`src/rtl/cache_pkg.sv`:
```
// Shared cache definitions: fill-controller state encoding and block geometry
// used by the miss-handling FSM, the cache arrays and the tag compare.
package cache_pkg;

  typedef enum logic {
    IDLE = 1'b0,
    FILL = 1'b1
  } fill_state_t;

  // Default geometry: 8 words of 16 bits per block.
  localparam int DEF_WORDS_PER_BLOCK = 8;
  localparam int BLOCK_BYTES         = DEF_WORDS_PER_BLOCK * 2;
  localparam int WORD_SEL_W          = $clog2(DEF_WORDS_PER_BLOCK);
  localparam int OFFSET_BITS         = $clog2(BLOCK_BYTES);

endpackage

```
`src/rtl/fill_counter.sv`:
```
// Up-counter with synchronous reset, synchronous clear and count enable.
// Clear has priority over enable; the count wraps at 2^WIDTH.
module fill_counter #(
  parameter int WIDTH = 4
) (
  input  logic             clk,
  input  logic             rst,
  input  logic             clear,
  input  logic             enable,
  output logic [WIDTH-1:0] count
);

  // Count register: reset and clear return to zero, enable advances by one.
  always_ff @(posedge clk) begin
    // NOTE: sequential state uses non-blocking assignments so every register
    // samples the pre-edge values of its inputs, regardless of block order.
    if (rst || clear) begin
      count <= '0;
    end else if (enable) begin
      count <= count + WIDTH'(1);
    end
  end

endmodule

```
`src/rtl/cache_fill_fsm.sv`:
```
// Cache miss fill controller. On a miss it issues one word read per cycle for
// the whole block, steers each returned word into the data array in arrival
// order and writes the tag with the last word. Returned words are counted,
// never timed, so any fixed memory latency works.
module cache_fill_fsm
  import cache_pkg::*;
#(
  parameter int AWIDTH          = 16,
  parameter int DWIDTH          = 16,
  parameter int WORDS_PER_BLOCK = DEF_WORDS_PER_BLOCK
) (
  input  logic                               clk,
  input  logic                               rst,
  input  logic                               miss_detected,
  input  logic [AWIDTH-1:0]                  miss_address,
  input  logic                               memory_data_valid,
  input  logic [DWIDTH-1:0]                  memory_data,
  output logic                               fsm_busy,
  output logic                               mem_enable,
  output logic [AWIDTH-1:0]                  memory_address,
  output logic                               write_data_array,
  output logic [$clog2(WORDS_PER_BLOCK)-1:0] cache_word_sel,
  output logic [DWIDTH-1:0]                  cache_data,
  output logic                               write_tag_array,
  output logic                               fill_done
);

  localparam int SEL_W = $clog2(WORDS_PER_BLOCK);
  localparam int CNT_W = SEL_W + 1;

  // Byte-offset bits inside a block; cleared to form the block base address.
  localparam logic [AWIDTH-1:0] OFFSET_MASK = AWIDTH'(WORDS_PER_BLOCK * 2 - 1);

  fill_state_t       state;
  fill_state_t       state_next;
  logic [AWIDTH-1:0] block_base;
  logic [CNT_W-1:0]  issue_cnt;
  logic [SEL_W-1:0]  recv_cnt;

  logic start;
  logic issuing;
  logic receiving;
  logic recv_last;

  // A miss is only accepted while idle; misses during a fill are ignored.
  assign start     = (state == IDLE) && miss_detected;
  assign issuing   = (state == FILL) && (issue_cnt < CNT_W'(WORDS_PER_BLOCK));
  assign receiving = (state == FILL) && memory_data_valid;
  assign recv_last = (recv_cnt == SEL_W'(WORDS_PER_BLOCK - 1));

  fill_counter #(.WIDTH(CNT_W)) u_issue_cnt (
    .clk    (clk),
    .rst    (rst),
    .clear  (start),
    .enable (issuing),
    .count  (issue_cnt)
  );

  fill_counter #(.WIDTH(SEL_W)) u_recv_cnt (
    .clk    (clk),
    .rst    (rst),
    .clear  (start),
    .enable (receiving),
    .count  (recv_cnt)
  );

  // State register; reset aborts any fill in progress without a tag write.
  always_ff @(posedge clk) begin
    if (rst) begin
      state <= IDLE;
    end else begin
      state <= state_next;
    end
  end

  // Capture the block-aligned base address when a fill starts.
  always_ff @(posedge clk) begin
    if (rst) begin
      block_base <= '0;
    end else if (start) begin
      block_base <= miss_address & ~OFFSET_MASK;
    end
  end

  // Next state plus outputs: Moore request side, Mealy response side.
  always_comb begin
    // NOTE: every combinational output gets a default before the case so no
    // path leaves it unassigned, which would otherwise infer a latch.
    state_next       = state;
    fsm_busy         = 1'b0;
    mem_enable       = 1'b0;
    memory_address   = '0;
    write_data_array = 1'b0;
    cache_word_sel   = '0;
    cache_data       = '0;
    write_tag_array  = 1'b0;
    fill_done        = 1'b0;

    case (state)
      IDLE: begin
        if (miss_detected) begin
          state_next = FILL;
        end
      end

      FILL: begin
        fsm_busy = 1'b1;
        if (issuing) begin
          mem_enable     = 1'b1;
          memory_address = block_base + (AWIDTH'(issue_cnt) << 1);
        end
        if (memory_data_valid) begin
          write_data_array = 1'b1;
          cache_word_sel   = recv_cnt;
          cache_data       = memory_data;
          if (recv_last) begin
            write_tag_array = 1'b1;
            fill_done       = 1'b1;
            state_next      = IDLE;
          end
        end
      end

      default: begin
        state_next = IDLE;
      end
    endcase
  end

endmodule

```
`config.mk`:
```
export PLATFORM = sky130hd
export DESIGN_NAME = cache_fill_fsm
export DESIGN_NICKNAME = d
export VERILOG_FILES = /design/src/rtl/cache_pkg.sv /design/src/rtl/fill_counter.sv /design/src/rtl/cache_fill_fsm.sv
export SDC_FILE = /design/constraint.sdc
export NUM_CORES = 1
export LEC_CHECK = 0
export ABC_AREA = 0
export BUFFER_PORTS_ARGS = -buffer_cell sky130_fd_sc_hd__buf_2
export CORE_MARGIN = 2
export CORE_UTILIZATION = 42
export CTS_CLUSTER_SIZE = 10
export DETAILED_ROUTE_END_ITERATION = 10
export MAX_ROUTING_LAYER = met4
export PLACE_DENSITY_LB_ADDON = 0.12
export SETUP_SLACK_MARGIN = 0.3
export SLEW_MARGIN = 20
export SYNTH_ARGS = -nofsm -noshare
export SYNTH_HDL_FRONTEND = slang
export SYNTH_SLANG_ARGS = --single-unit
export TNS_END_PERCENT = 50
```
`constraint.sdc`:
```
create_clock -name clk -period 2.1 [get_ports clk]
set_clock_uncertainty 0.05 [all_clocks]
set_input_delay 0.42 -clock clk [delete_from_list [all_inputs] [get_ports clk]]
set_output_delay 0.42 -clock clk [all_outputs]
set_load 0.05 [all_outputs]
```
; ---- Word level (Yosys, flattened, before mapping)
; Cells that the tools add are included.
[totals]
in_bits = 36
wordCells = 32
mem_bits_rw = 0
mem_count = 0
out_inout_bits = 40
regBits = 20
latch_bits = 0
rom_bits = 0
[classes]
n_bitwise = 1
n_shift = 0
n_addsub = 3
n_div = 0
muxes = 18
mul = 0
reduce_logical = 4
magnitude_cmp = 1
n_eq_ne = 1
[op_table]
columns = cell, count
row1 = 16-bit two-way mux, 4
row2 = 16-bit by 5-bit adder with 16-bit output, 1
row3 = 1-bit two-way mux, 11
row4 = 3-bit two-way mux, 2
row5 = "4-bit by 1-bit adder with 4-bit output, second input constant", 1
row6 = "4-bit less-than comparator, second input constant", 1
row7 = "3-bit by 1-bit adder with 3-bit output, second input constant", 1
row8 = "3-bit == test, second input constant", 1
row9 = 1-bit logical AND, 3
row10 = 1-bit one-hot mux with 2 select lines, 1
row11 = 1-bit logical OR, 1
row12 = 1-bit inverter, 1

; ---- Logic depth before layout (Yosys ltp)
; Gate-level depths: netlist of run 1.
[depth]
ltp_word = 4
mapped_depth = 5
mapped_depth_nobuf = 4

; ---- Modules after synthesis
; From an unflattened synthesis of run 1, not the netlist that was laid out.
[hier_totals]
cells_unflattened = 166
area_unflattened_um2 = 1258.7
[by_module_without_submodules]
columns = module, n_inst, cells_each, area_each_um2
row1 = cache_fill_fsm, 1, 138, 949.7
row2 = fill_counter at u_issue_cnt, 1, 17, 177.7
row3 = fill_counter at u_recv_cnt, 1, 11, 131.4

; ---- Worst setup path after synthesis of run 1
; Ideal clock, no wire load.
[synth_path]
kind = reg2out
start = register u_issue_cnt.count[3]
end = output memory_address[15]
stages_incl_launch_ff = 5
path_slack_ns = -0.375
arrival_ns = 2.005
required_time_ns = 1.630
path_buffers = 0
path_cell_list = dfxtp_1 ha_1 nand3_2 or4_1 a21oi_1
[synth_via]
elab_chain_cells = 4
[synth_lines]
columns = item, line_no
row1 = from (decl), fill_counter.sv:10  ; output logic [WIDTH-1:0] count
row2 = from (signal assigned), fill_counter.sv:20  ; count <= count + WIDTH'(1);
row3 = "parallel branches: the longest is 2 deep, another holds 16-bit by 5-bit adder with 16-bit output", n/a
row4 = 16-bit two-way mux *, cache_fill_fsm.sv:108  ; if (issuing) begin
row5 = 16-bit two-way mux *, cache_fill_fsm.sv:99  ; case (state)
row6 = to (decl), cache_fill_fsm.sv:20  ; output logic [AWIDTH-1:0] memory_address,
; Mark *: on every way between the ends.

; ---- Final worst setup path of run 1
; Same ends and word-level chain as after synthesis.

==> results of run 1 <==
-- where the power goes --
group	leakage (nW)	switching (mW)	internal, mW	total [mW]
registers	0.171	0.0329	0.394	0.427
logic	0.783	0.175	0.108	0.283
clock network	0.0138	0.111	0.0668	0.178
total	0.968	0.318	0.570	0.888
-- per-layer routing --
metal  part of all wire, %  vias to the layer above  global-route usage, %
met1                    40                      685                  30.52
met4                   2.0                        0                  10.30
li1                      -                      729                      -
met5                     0                        -                      -
met3                   4.2                       10                  4.241
met2                    54                       45                  45.29
-- state kept, by name, indices dropped and copies added, names as in the netlist --
name / cells
block_base: 12
u_issue_cnt.count: 4
u_recv_cnt.count: 3
state: 1
-- path summary, 6_finish.rpt --
path                                      from                          end  slack [ps]
max          u_issue_cnt.count[3]$_SDFFE_PP0N_           memory_address[15]        -150
min                           miss_address[11]  block_base[11]$_SDFFE_PP0P_         300
max reg2reg                   state$_SDFF_PP0_   block_base[8]$_SDFFE_PP0P_         550
min reg2reg        block_base[15]$_SDFFE_PP0P_  block_base[15]$_SDFFE_PP0P_         440
-- per-stage QoR --
| step | cell area [sq um] | hold WS (ps) | util (%) | setup WS, ps |
|---|---|---|---|---|
| finish | 2160 | 295.2 | 78.31 | -149.3 |
| global route | 2160 | 293.5 | 78.31 | -209.7 |
| CTS | 2071 | 282.7 | 75.09 | -154.8 |
| detailed placement | 1754 | 420.0 | 63.61 | 35.12 |
| global placement | 1754 | 409.7 | 63.61 | 67.28 |
| floorplan | 1394 | 393.8 | - | 146.8 |
-- cells in the mapped netlist, types with 4 or more instances --
cell type and n:
nand2_1 34, dfxtp_1 20, nor2_1 8, a21oi_1 22, clkbuf_1 8, xnor2_1 4
nand4_1 4, ha_1 5, and2_1 5, o21ai_0 4, and3_1 20
-- area by class of cell --
type	instances	area, sq um	share of cell area [%]
well taps	31	38.79	1.796
inverters	2	11.26	0.5214
clock buffers	3	22.52	1.043
flip-flops and latches	20	432.9	20.05
multi-input cells	131	991.0	45.89
repair buffers	86	663.1	30.71
-- tightest hold or removal path: stages --
cell     delay, ps
buf_2           90
nand2_1         40
a21oi_1         50
-- cells by family (layout without fill, tap and decap cells) --
| group | after synthesis | after routing |
|---|---|---|
| adder cells (fa/ha/maj) | 5 | 5 |
| AO/OA/AOI/OAI | 30 | 30 |
| buffers and inverters | 14 | 91 |
| other | 1 | 1 |
| flip-flops | 20 | 20 |
| XOR/XNOR | 7 | 7 |
| AND/OR/NAND/NOR | 88 | 88 |
-- what timing repair did --
action / in CTS / in global routing
cloned: 1 / 0
gates resized for setup: 70 / 16
pin swaps: 9 / 7
hold buffers: 0 / 0
setup buffers: 5 / 5
setup endpoints to repair: 18 / 22
==> results.md, run 1 <==
- All-Layer GR Usage: roughly a quarter
- Final #Nets: 285
- H-tree depth: 1
- Initial antenna violation count: 0
- I/O pins: 76
- CTS Buf Count: 3
- Fmax: approximately 0.44 GHz
- Reg clk slew, reported paths: roughly 110 ps
- DRC viols: 0
- Total power: around 0.89 mW
- Largest family of logic cells by synthesized area: simple AND/OR/NAND/NOR gates
- Worst vdd ir: 0.3374 mV
- Wire length of the first global-routing pass: 6699 um
- Critical Path RT: roughly 1600 ps
- Clock Sink Count: 20
- Delay-heaviest family, CP: compound AO/OA/AOI/OAI gates
- Post-Synthesis Net Count: 206
- Vias per cell: about 5.4
- Crit-path slowest cell: o31ai_1
- Synth warn: 0
- Asr flop ratio synth: 0%
- Max_slew headroom: ~43%
- Pre-Repair DR Iteration Count: 4
- Worst Setup Path Type: reg -> out
- Starting Density: around 44%
- Dpl cells: roughly 260
- Ranking of synthesized cells by area: dfxtp_1 (33%), nand2_1 (11%), and3_1 (10%)
- Die ar.: ~3300 sq um
- PortBufs: 70
- Fin cells: ~270
- Share of post-route cells with drive strength above 1: between 50% and 60%
- Clk buf depth: 2
- CP Capture Type: primary output
- Reg2reg path depth: 3
- Routed Wire Length: ~4000 um
- Leading cell type in the layout, fill and taps excluded: buf_2
- Final TNS setup: -799.7 ps
- Mux cell area share after synthesis: 0%
- Cells along the critical path: ha_4 > nand3_4 > buf_4 > o31ai_1 > a21oi_4 > buf_6
- Detailed placement HPWL: between 2000 and 3000 um
- Minimum clock period: roughly 2200 ps
- Top_reg_cell synth: dfxtp_1
- Die H: slightly below 60 um
- Area leader, netlist: dfxtp_1
- Root Driver: clkbuf_4
- Antenna Nets Post-Route: 0
- Most frequent cells in the layout: buf_2 (48), nand2_1 (34), and3_1 (19), a21oi_1 (15), buf_4 (14)
- CP arrival: 1780 ps
- Grt total ovfl: 0
- DRT iter0 DRCs: between 40 and 50
- Post-synth cell types: 28
- Crit path max fanout: 6
- Xor-xnor portion of the synthesized cell area: under 10%
- Register bit total from synthesis: 20
- Worst path bufs/invs: 2
- Die X: roughly 58 um
- Netlist Area Pre-Place: about 1200 sq um
- Standard-cell rows: 19
- Critical path launch point type: flop
- Total core area: about 2800 sq um
- Share of the synthesized area in the top cell type: ~33%
- Critical path depth in cells: 6
- Worst setup slack after layout: -149.3 ps
- Slowest stage delay, CP: roughly 420 ps
- Worst-margin pin slew: ~860 ps
- Post-synthesis compound-gate area fraction: a little over an eighth
- Worst-Skew Late Latency: a little under 300 ps
- Register area share after synthesis: between 30 and 40%
- Area growth from synthesis to layout: 78.49%
- Largest net degree at the start of global routing: 29
- Via count of the first global-routing pass: 1,466
- Simple-Gate Fraction of Synth Area: a little under two fifths
- Outcome: finished, violations left
- Fin crit share: 107.1%
- Vias: 1,469
- Adder-cell share of the synthesized area: around 5.2%
- Slew Limit Fails: 0
- Final Hold Viols: 0
- Final setup vio count: 8
- Power Density: ~410 nW/um^2
- Post-synth EDFFs: 0
- Hold depth: 3
- # fillers: a little under 200
- Placer Congestion: around 0.86
- CTS tree: done
- N_diodes: 0
- HP Class: in -> reg
- RSZ-0062 raised after global routing: true
- Syn_area_per_cell: 7.333 sq um
- Post-Synthesis Cells: approximately 170
- Failing checks: setup timing
- Leakage: 0.9677 nW
- MaxCap Viol Count: 0
- Post-DR wirelength/cell: roughly 15 um
Note: power is estimated with default switching activity, not from simulation.
==> run 2, diff against run 1 <==
ABC_AREA = 1   (was 0)
CORE_UTILIZATION = 43   (was 42)
GPL_TIMING_DRIVEN = 0   (was default)
==> run 2 against run 1 <==
  * Global-route usage shrank 5.4 points
  * The flow now finishes without violations
  * Sequential share of layout area shrank 1.2 points
  * Clock power grew 26%
  * Critical endpoint unchanged
  * Critical path type unchanged
==> results.md, run 2 <==
- All-Layer GR Usage: 20.90% (-5.4 points)
- Design Area, Final: 2233 sq um (+3.4%)
- Reg clk slew, reported paths: 110 ps (about the same)
- Max reg flops: 12 (unchanged)
- Most frequent cells in the layout: buf_2 (41), inv_1 (37), nor2_1 (25), buf_4 (21), nand2_1 (19)
- I/O pins: 76 (unchanged)
- Vias: 1,521 (+3.5%)
- Leakage: 1.085 nW (+12%)
- Crit path max fanout: 7 (+1)
- PortBufs: 70 (unchanged)
- Vias per cell: 4.768 (-11%)
- Antenna Nets Post-Route: 0 (unchanged)
- # fillers: 185 (-4.1%)
- Netlist Area Pre-Place: 1246 sq um (+3.0%)
- Placer Congestion: 0.8358 (-2.5%)
- HP Start: miss_address[14]
- Clock Sink Count: 20 (unchanged)
- Dpl cells: 306 (+18%)
- N_diodes: 0 (unchanged)
- Wire length of the first global-routing pass: 5478 um (-18%)
- Final #Nets: 330 (+16%)
- Area leader, netlist: dfxtp_1
- DRT iter0 DRCs: 50 (+11%)
- Worst-Skew Late Latency: 300 ps (about the same)
- Critical path launch point type: flop
- CP arrival: 1580 ps (-200 ps)
- Total core area: 2758 sq um (unchanged)
- Post-Synthesis Net Count: 246 (+19%)
- Starting Density: 45.19% (+1.3 points)
- Biggest regs: block_base (12), u_issue_cnt.count (4), u_recv_cnt.count (3)
- Top_reg_cell synth: dfxtp_1
- Routed Wire Length: 3505 um (-13%)
- Combinational power share: 33.2% (+1.3 points)
- CTS Buf Count: 3 (unchanged)
- Hold depth: 3 (unchanged)
- CTS Hold Bufs: 0 (unchanged)
- Initial antenna violation count: 0 (unchanged)
- Root Driver: clkbuf_4
- Ranking of synthesized cells by area: dfxtp_1 (32%), nor2_1 (17%), inv_1 (12%)
- Seq pwr share: 44.0% (-4.1 points)
- Standard-cell rows: 19 (unchanged)
- H-tree depth: 1 (unchanged)
- Worst Setup Path Type: reg -> out
- Clock share of power: 22.8% (+2.8 points)
- Die ar.: 3345 sq um (+0.57%)
- Total power: 0.9858 mW (+11%)
- Post-Synthesis Cells: 205 (+24%)
- Grt total ovfl: 0 (unchanged)
- Synth warn: 0 (unchanged)
- Largest net degree at the start of global routing: 12 (-59%)
- Register Area: 421.7 sq um (-2.6%)
- Worst vdd ir: 0.3294 mV (-2.4%)
- Fin crit share: 97.59% (-9.5 points)
- Hold slack: 314.8 ps (+19.58 ps)
- Area growth from synthesis to layout: 79.22%
- Register bit total from synthesis: 20 (unchanged)
- Leading cell type in the layout, fill and taps excluded: buf_2
- Worst reg2reg path startpoint: u_issue_cnt.count[3]$_SDFFE_PP0N_
- MaxCap Viol Count: 0 (unchanged)
- Die X: 57.84 um (+0.29%)
- Int Pwr: 0.6216 mW (+9.1%)
- Post-DR wirelength/cell: 10.99 um (-26%)
- Post-synth EDFFs: 0 (unchanged)
- Outcome: finished, final reports clean
- Asr flop ratio synth: 0% (unchanged)
- DRC viols: 0 (unchanged)
- Biggest register: block_base
- CTS tree: done
- Detailed placement HPWL: 2413 um (-8.6%)
- DP Area: 1807 sq um (+3.0%)
- Power Density: 441.4 nW/um^2 (+7.3%)
- Reg2reg path depth: 6 (+3)
- Clk buf depth: 2 (unchanged)
- RSZ-0062 raised after global routing: true
- Area of the multi-input gates: 945.9 sq um (-4.5%)
- Cell with the most instances after synthesis: nor2_1
- Net Sw Frac: 36.95% (+1.1 points)
- Worst setup startpoint: u_issue_cnt.count[3]$_SDFFE_PP0N_
- Syn_area_per_cell: 6.079 sq um (-17%)
- Register area share after synthesis: 32.13% (-0.96 points)
- Via count of the first global-routing pass: 1,352 (-7.8%)
- Final Hold Viols: 0 (unchanged)
- Fmax: 0.4880 GHz (+9.8%)
- Pre-Repair DR Iteration Count: 4 (unchanged)
- Post-synth cell types: 23 (-18%)
- Switching power: 0.3642 mW (+14%)
- HP Class: in -> reg
- Final TNS setup: 0 ps (+799.7 ps)
- Fin cells: 319 (+17%)
- Final setup vio count: 0 (-8)
- Critical Path RT: 1630 ps (about the same)
- Minimum clock period: 2049 ps (-200.0 ps)
- Share of the synthesized area in the top cell type: 32.13% (-0.96 points)
- Share of post-route cells with drive strength above 1: 54.17% (-3.7 points)
- CP Capture Type: primary output
- Synth cell count leaders: nor2_1 (55), inv_1 (39), nand2_1 (23)
- Die H: 57.84 um (+0.29%)
- Slew Limit Fails: 0 (unchanged)
[run 2: logic make-up (layout without fill, tap and decap cells)]
family	after synthesis	in the layout	share of synthesized area [%]
compound gates	33	33	13.35
xor+xnor	1	1	0.7029
flops	20	20	32.13
buf+inv	48	131	15.56
other cells	1	1	0.3009
simple gates	97	97	32.93
fa+ha+maj	5	5	5.020
[run 2: power groups by stage]
stage | clock network (mW) | logic, mW | registers [mW]
global placement | 0 | 0.285 | 0.436
floorplan | 0 | 0.212 | 0.436
CTS | 0.221 | 0.307 | 0.430
global route | 0.239 | 0.355 | 0.439
finish | 0.224 | 0.328 | 0.434
detailed placement | 0 | 0.287 | 0.436
[run 2: cell type report]
| class | instances | share of cell area (%) |
|---|---|---|
| buffer | 7 | 3.361 |
| clock buffer | 4 | 1.625 |
| inverter | 41 | 6.947 |
| multi-input combinational | 137 | 42.35 |
| sequential | 20 | 18.88 |
| tap | 31 | 1.737 |
| timing repair buffer | 79 | 25.10 |
[run 2: worst max-delay path, cell delays in order, from the launching register on]
cell,delay (ps)
dfxtp_4,400
ha_4,150
nand2_4,60
nor2_4,180
buf_4,140
nand4_1,80
nand2_1,90
nor2_2,40
buf_6,140
[run 2: what timing repair did]
item / CTS / global route
endpoints found under the setup margin: 35 / 36
pin swaps: 6 / 7
setup buffers: 5 / 4
gates resized for setup: 48 / 63
[run 2: metrics by stage]
| stage | setup slack [ps] | util, % |
|---|---|---|
| detailed placement | 133.3 | 65.52 |
| floorplan | 183.0 | - |
| finish | 50.69 | 80.99 |
| CTS | 48.61 | 74.23 |
| global placement | 135.5 | 65.52 |
| global route | -27.46 | 80.99 |
[run 2: path summary, 6_finish.rpt]
check / slack (ps) / end
worst max-delay path: 50 / memory_address[15]
worst max register to register: 820 / u_issue_cnt.count[1]$_SDFFE_PP0N_
worst min register to register: 430 / block_base[15]$_SDFFE_PP0P_
worst min-delay path: 310 / block_base[14]$_SDFFE_PP0P_
[run 2: per-layer routing]
metal	global-route usage, %	part of all wire (%)	vias to the layer above
li1	-	-	789
met1	26.07	42	665
met2	36.04	51	58
met3	2.009	5.3	9
met4	5.648	1.6	0
met5	-	0	-
==> run 3, diff against run 2 <==
SETUP_SLACK_MARGIN = 0.05   (was 0.3)
==> run 3 against run 2 <==
  * Flip-flop and latch count unchanged
  * Count of clock-buffer cells in the layout unchanged
  * Design area down 12%
  * Combinational power down 13%
==> results.md, run 3 (synthesis gave the netlist of run 2 again) <==
- Outcome: finished, final reports clean
- Placer Congestion: 0.8518 (+1.9%)
- Root Driver: clkbuf_4
- Final setup vio count: 0 (unchanged)
- CTS tree: done
- Fmax: 0.4900 GHz (+0.41%)
- Power Density: 483.3 nW/um^2 (+9.5%)
- Area growth from synthesis to layout: 57.23%
- Clk buf depth: 2 (unchanged)
- CP arrival: 1570 ps (about the same)
- Post-DR wirelength/cell: 10.32 um (-6.1%)
- Biggest regs: block_base (12), u_issue_cnt.count (4), u_recv_cnt.count (3)
- Clock share of power: 24.0% (+1.2 points)
- Cells along the critical path: ha_4 > nand2_4 > nor2_4 > nand3_2 > nand2_1 > inv_1 > nor2_2 > buf_6
- N_diodes: 0 (unchanged)
- Grt total ovfl: 0 (unchanged)
- DRC viols: 0 (unchanged)
- Worst path bufs/invs: 2 (unchanged)
- Net Sw Frac: 36.64% (-0.31 points)
- Switching power: 0.3470 mW (-4.7%)
- Leading cell type in the layout, fill and taps excluded: buf_2
- Final #Nets: 324 (-1.8%)
- PortBufs: 70 (unchanged)
- Die ar.: 3345 sq um (unchanged)
- Initial antenna violation count: 0 (unchanged)
- Vias per cell: 4.856 (+1.8%)
- HP Class: in -> reg
- All-Layer GR Usage: 20.56% (-0.35 points)
- Register Area: 417.9 sq um (-0.89%)
- Worst Setup Path Type: reg -> out
- Standard-cell rows: 19 (unchanged)
- Largest net degree at the start of global routing: 12 (unchanged)
- Crit path max fanout: 8 (+1)
- Area of the multi-input gates: 832.0 sq um (-12%)
- Slew Limit Fails: 0 (unchanged)
- Clock Sink Count: 20 (unchanged)
- Worst vdd ir: 0.3854 mV (+17%)
- Slowest stage delay, CP: 400 ps (about the same)
- Pre-Repair DR Iteration Count: 4 (unchanged)
- Worst-Skew Late Latency: 300 ps (about the same)
- Fin crit share: 97.19% (-0.40 points)
- MaxCap Viol Count: 0 (unchanged)
- Int Pwr: 0.5999 mW (-3.5%)
- RSZ-0062 raised after global routing: true
- H-tree depth: 1 (unchanged)
- Crit-path slowest cell: dfxtp_4
- Minimum clock period: 2041 ps (-8.378 ps)
- Die X: 57.84 um (unchanged)
- Share of post-route cells with drive strength above 1: 46.45% (-7.7 points)
- Critical path launch point type: flop
- I/O pins: 76 (unchanged)
- Leakage: 1.017 nW (-6.3%)
- Seq pwr share: 45.7% (+1.7 points)
- CTS Buf Count: 3 (unchanged)
- DP Area: 1728 sq um (-4.4%)
- Critical Path RT: 1630 ps (about the same)
- Reg clk slew, reported paths: 120 ps (about the same)
- Vias: 1,520 (-0.066%)
- DRT iter0 DRCs: 17 (-66%)
- Wire length of the first global-routing pass: 5409 um (-1.3%)
- Total core area: 2758 sq um (unchanged)
- Max reg flops: 12 (unchanged)
- Design Area, Final: 1959 sq um (-12%)
- Starting Density: 45.19% (unchanged)
- # fillers: 243 (+31%)
- Biggest register: block_base
- Antenna Nets Post-Route: 0 (unchanged)
- Die H: 57.84 um (unchanged)
- Delay-heaviest family, CP: simple AND/OR/NAND/NOR gates
- Total power: 0.9469 mW (-3.9%)
- Via count of the first global-routing pass: 1,397 (+3.3%)
- CP Capture Type: primary output
- Routed Wire Length: 3231 um (-7.8%)
- Final Hold Viols: 0 (unchanged)
- Detailed placement HPWL: 2541 um (+5.3%)
- Combinational power share: 30.3% (-2.9 points)
- Most frequent cells in the layout: buf_2 (60), inv_1 (38), nor2_1 (38), nand2_1 (21), o21ai_0 (17)
- CTS Hold Bufs: 0 (unchanged)
run 3: cell types whose count changed in the layout (fill, tap and decap cells not counted), sizes merged:
cell / before / now
clkinvlp: 0 / 1
clkinv: 1 / 0
clkbuf: 9 / 7
buf: 81 / 77
run 3: cell type report:
type / instances / area share [%]
Sequential cell: 20 / 21.33
Multi-Input combinational cell: 137 / 42.46
Tap cell: 31 / 1.980
Clock buffer: 4 / 1.852
Buffer: 7 / 2.107
Inverter: 41 / 8.046
Timing Repair Buffer: 73 / 22.22
run 3: layer usage:
layer	share of wire [%]	up-vias	global-route usage (%)
met1	40	669	23.13
met2	52	56	37.50
met4	2.8	0	5.648
met3	6.0	11	3.125
li1	-	784	-
met5	0	-	-
run 3: worst register-to-register path: stages, from the launching register on:
cell,delay [ps]
dfxtp_4,390
inv_1,80
nand2_1,90
buf_4,210
nor2_1,170
nand3_1,90
nand2_1,60
nand2_1,40
inv_1,40
run 3: worst paths after layout:
| path | to | slack (ps) | start | cells after the start |
|---|---|---|---|---|
| max reg2reg | u_issue_cnt.count[3]$_SDFFE_PP0N_ | 830 | u_issue_cnt.count[3]$_SDFFE_PP0N_ | 8 |
| min reg2reg | block_base[15]$_SDFFE_PP0P_ | 430 | block_base[15]$_SDFFE_PP0P_ | 2 |
| max | memory_address[13] | 60 | block_base[4]$_SDFFE_PP0P_ | 8 |
| min | block_base[5]$_SDFFE_PP0P_ | 310 | miss_address[5] | 3 |
run 3: power groups by stage:
stage	logic [mW]	registers [mW]	clock network, mW
after floorplan	0.199	0.436	0
after global placement	0.271	0.436	0
after detailed placement	0.273	0.437	0
after CTS	0.282	0.429	0.231
after global routing	0.314	0.437	0.252
final	0.287	0.432	0.227
run 3: repair_timing:
| item | CTS | global route |
|---|---|---|
| gates resized for setup | 24 | 32 |
| endpoints found under the hold margin | 0 | 0 |
| endpoints found under the setup margin | 20 | 21 |
| setup buffers | 2 | 1 |
| pin swaps | 2 | 10 |
run 3: through the flow:
step	cells	worst slack, ps	hold slack [ps]	TNS [ps]	util, %
2_1_floorplan	205	67.34	393.3	0	-
3_3_place_gp	306	151.6	412.7	0	62.66
3_5_place_dp	306	135.6	415.0	0	62.66
4_1_cts	312	-15.77	303.9	-47.07	66.92
5_1_grt	313	-40.54	325.6	-52.35	71.05
6_report	313	59.07	305.6	0	71.05
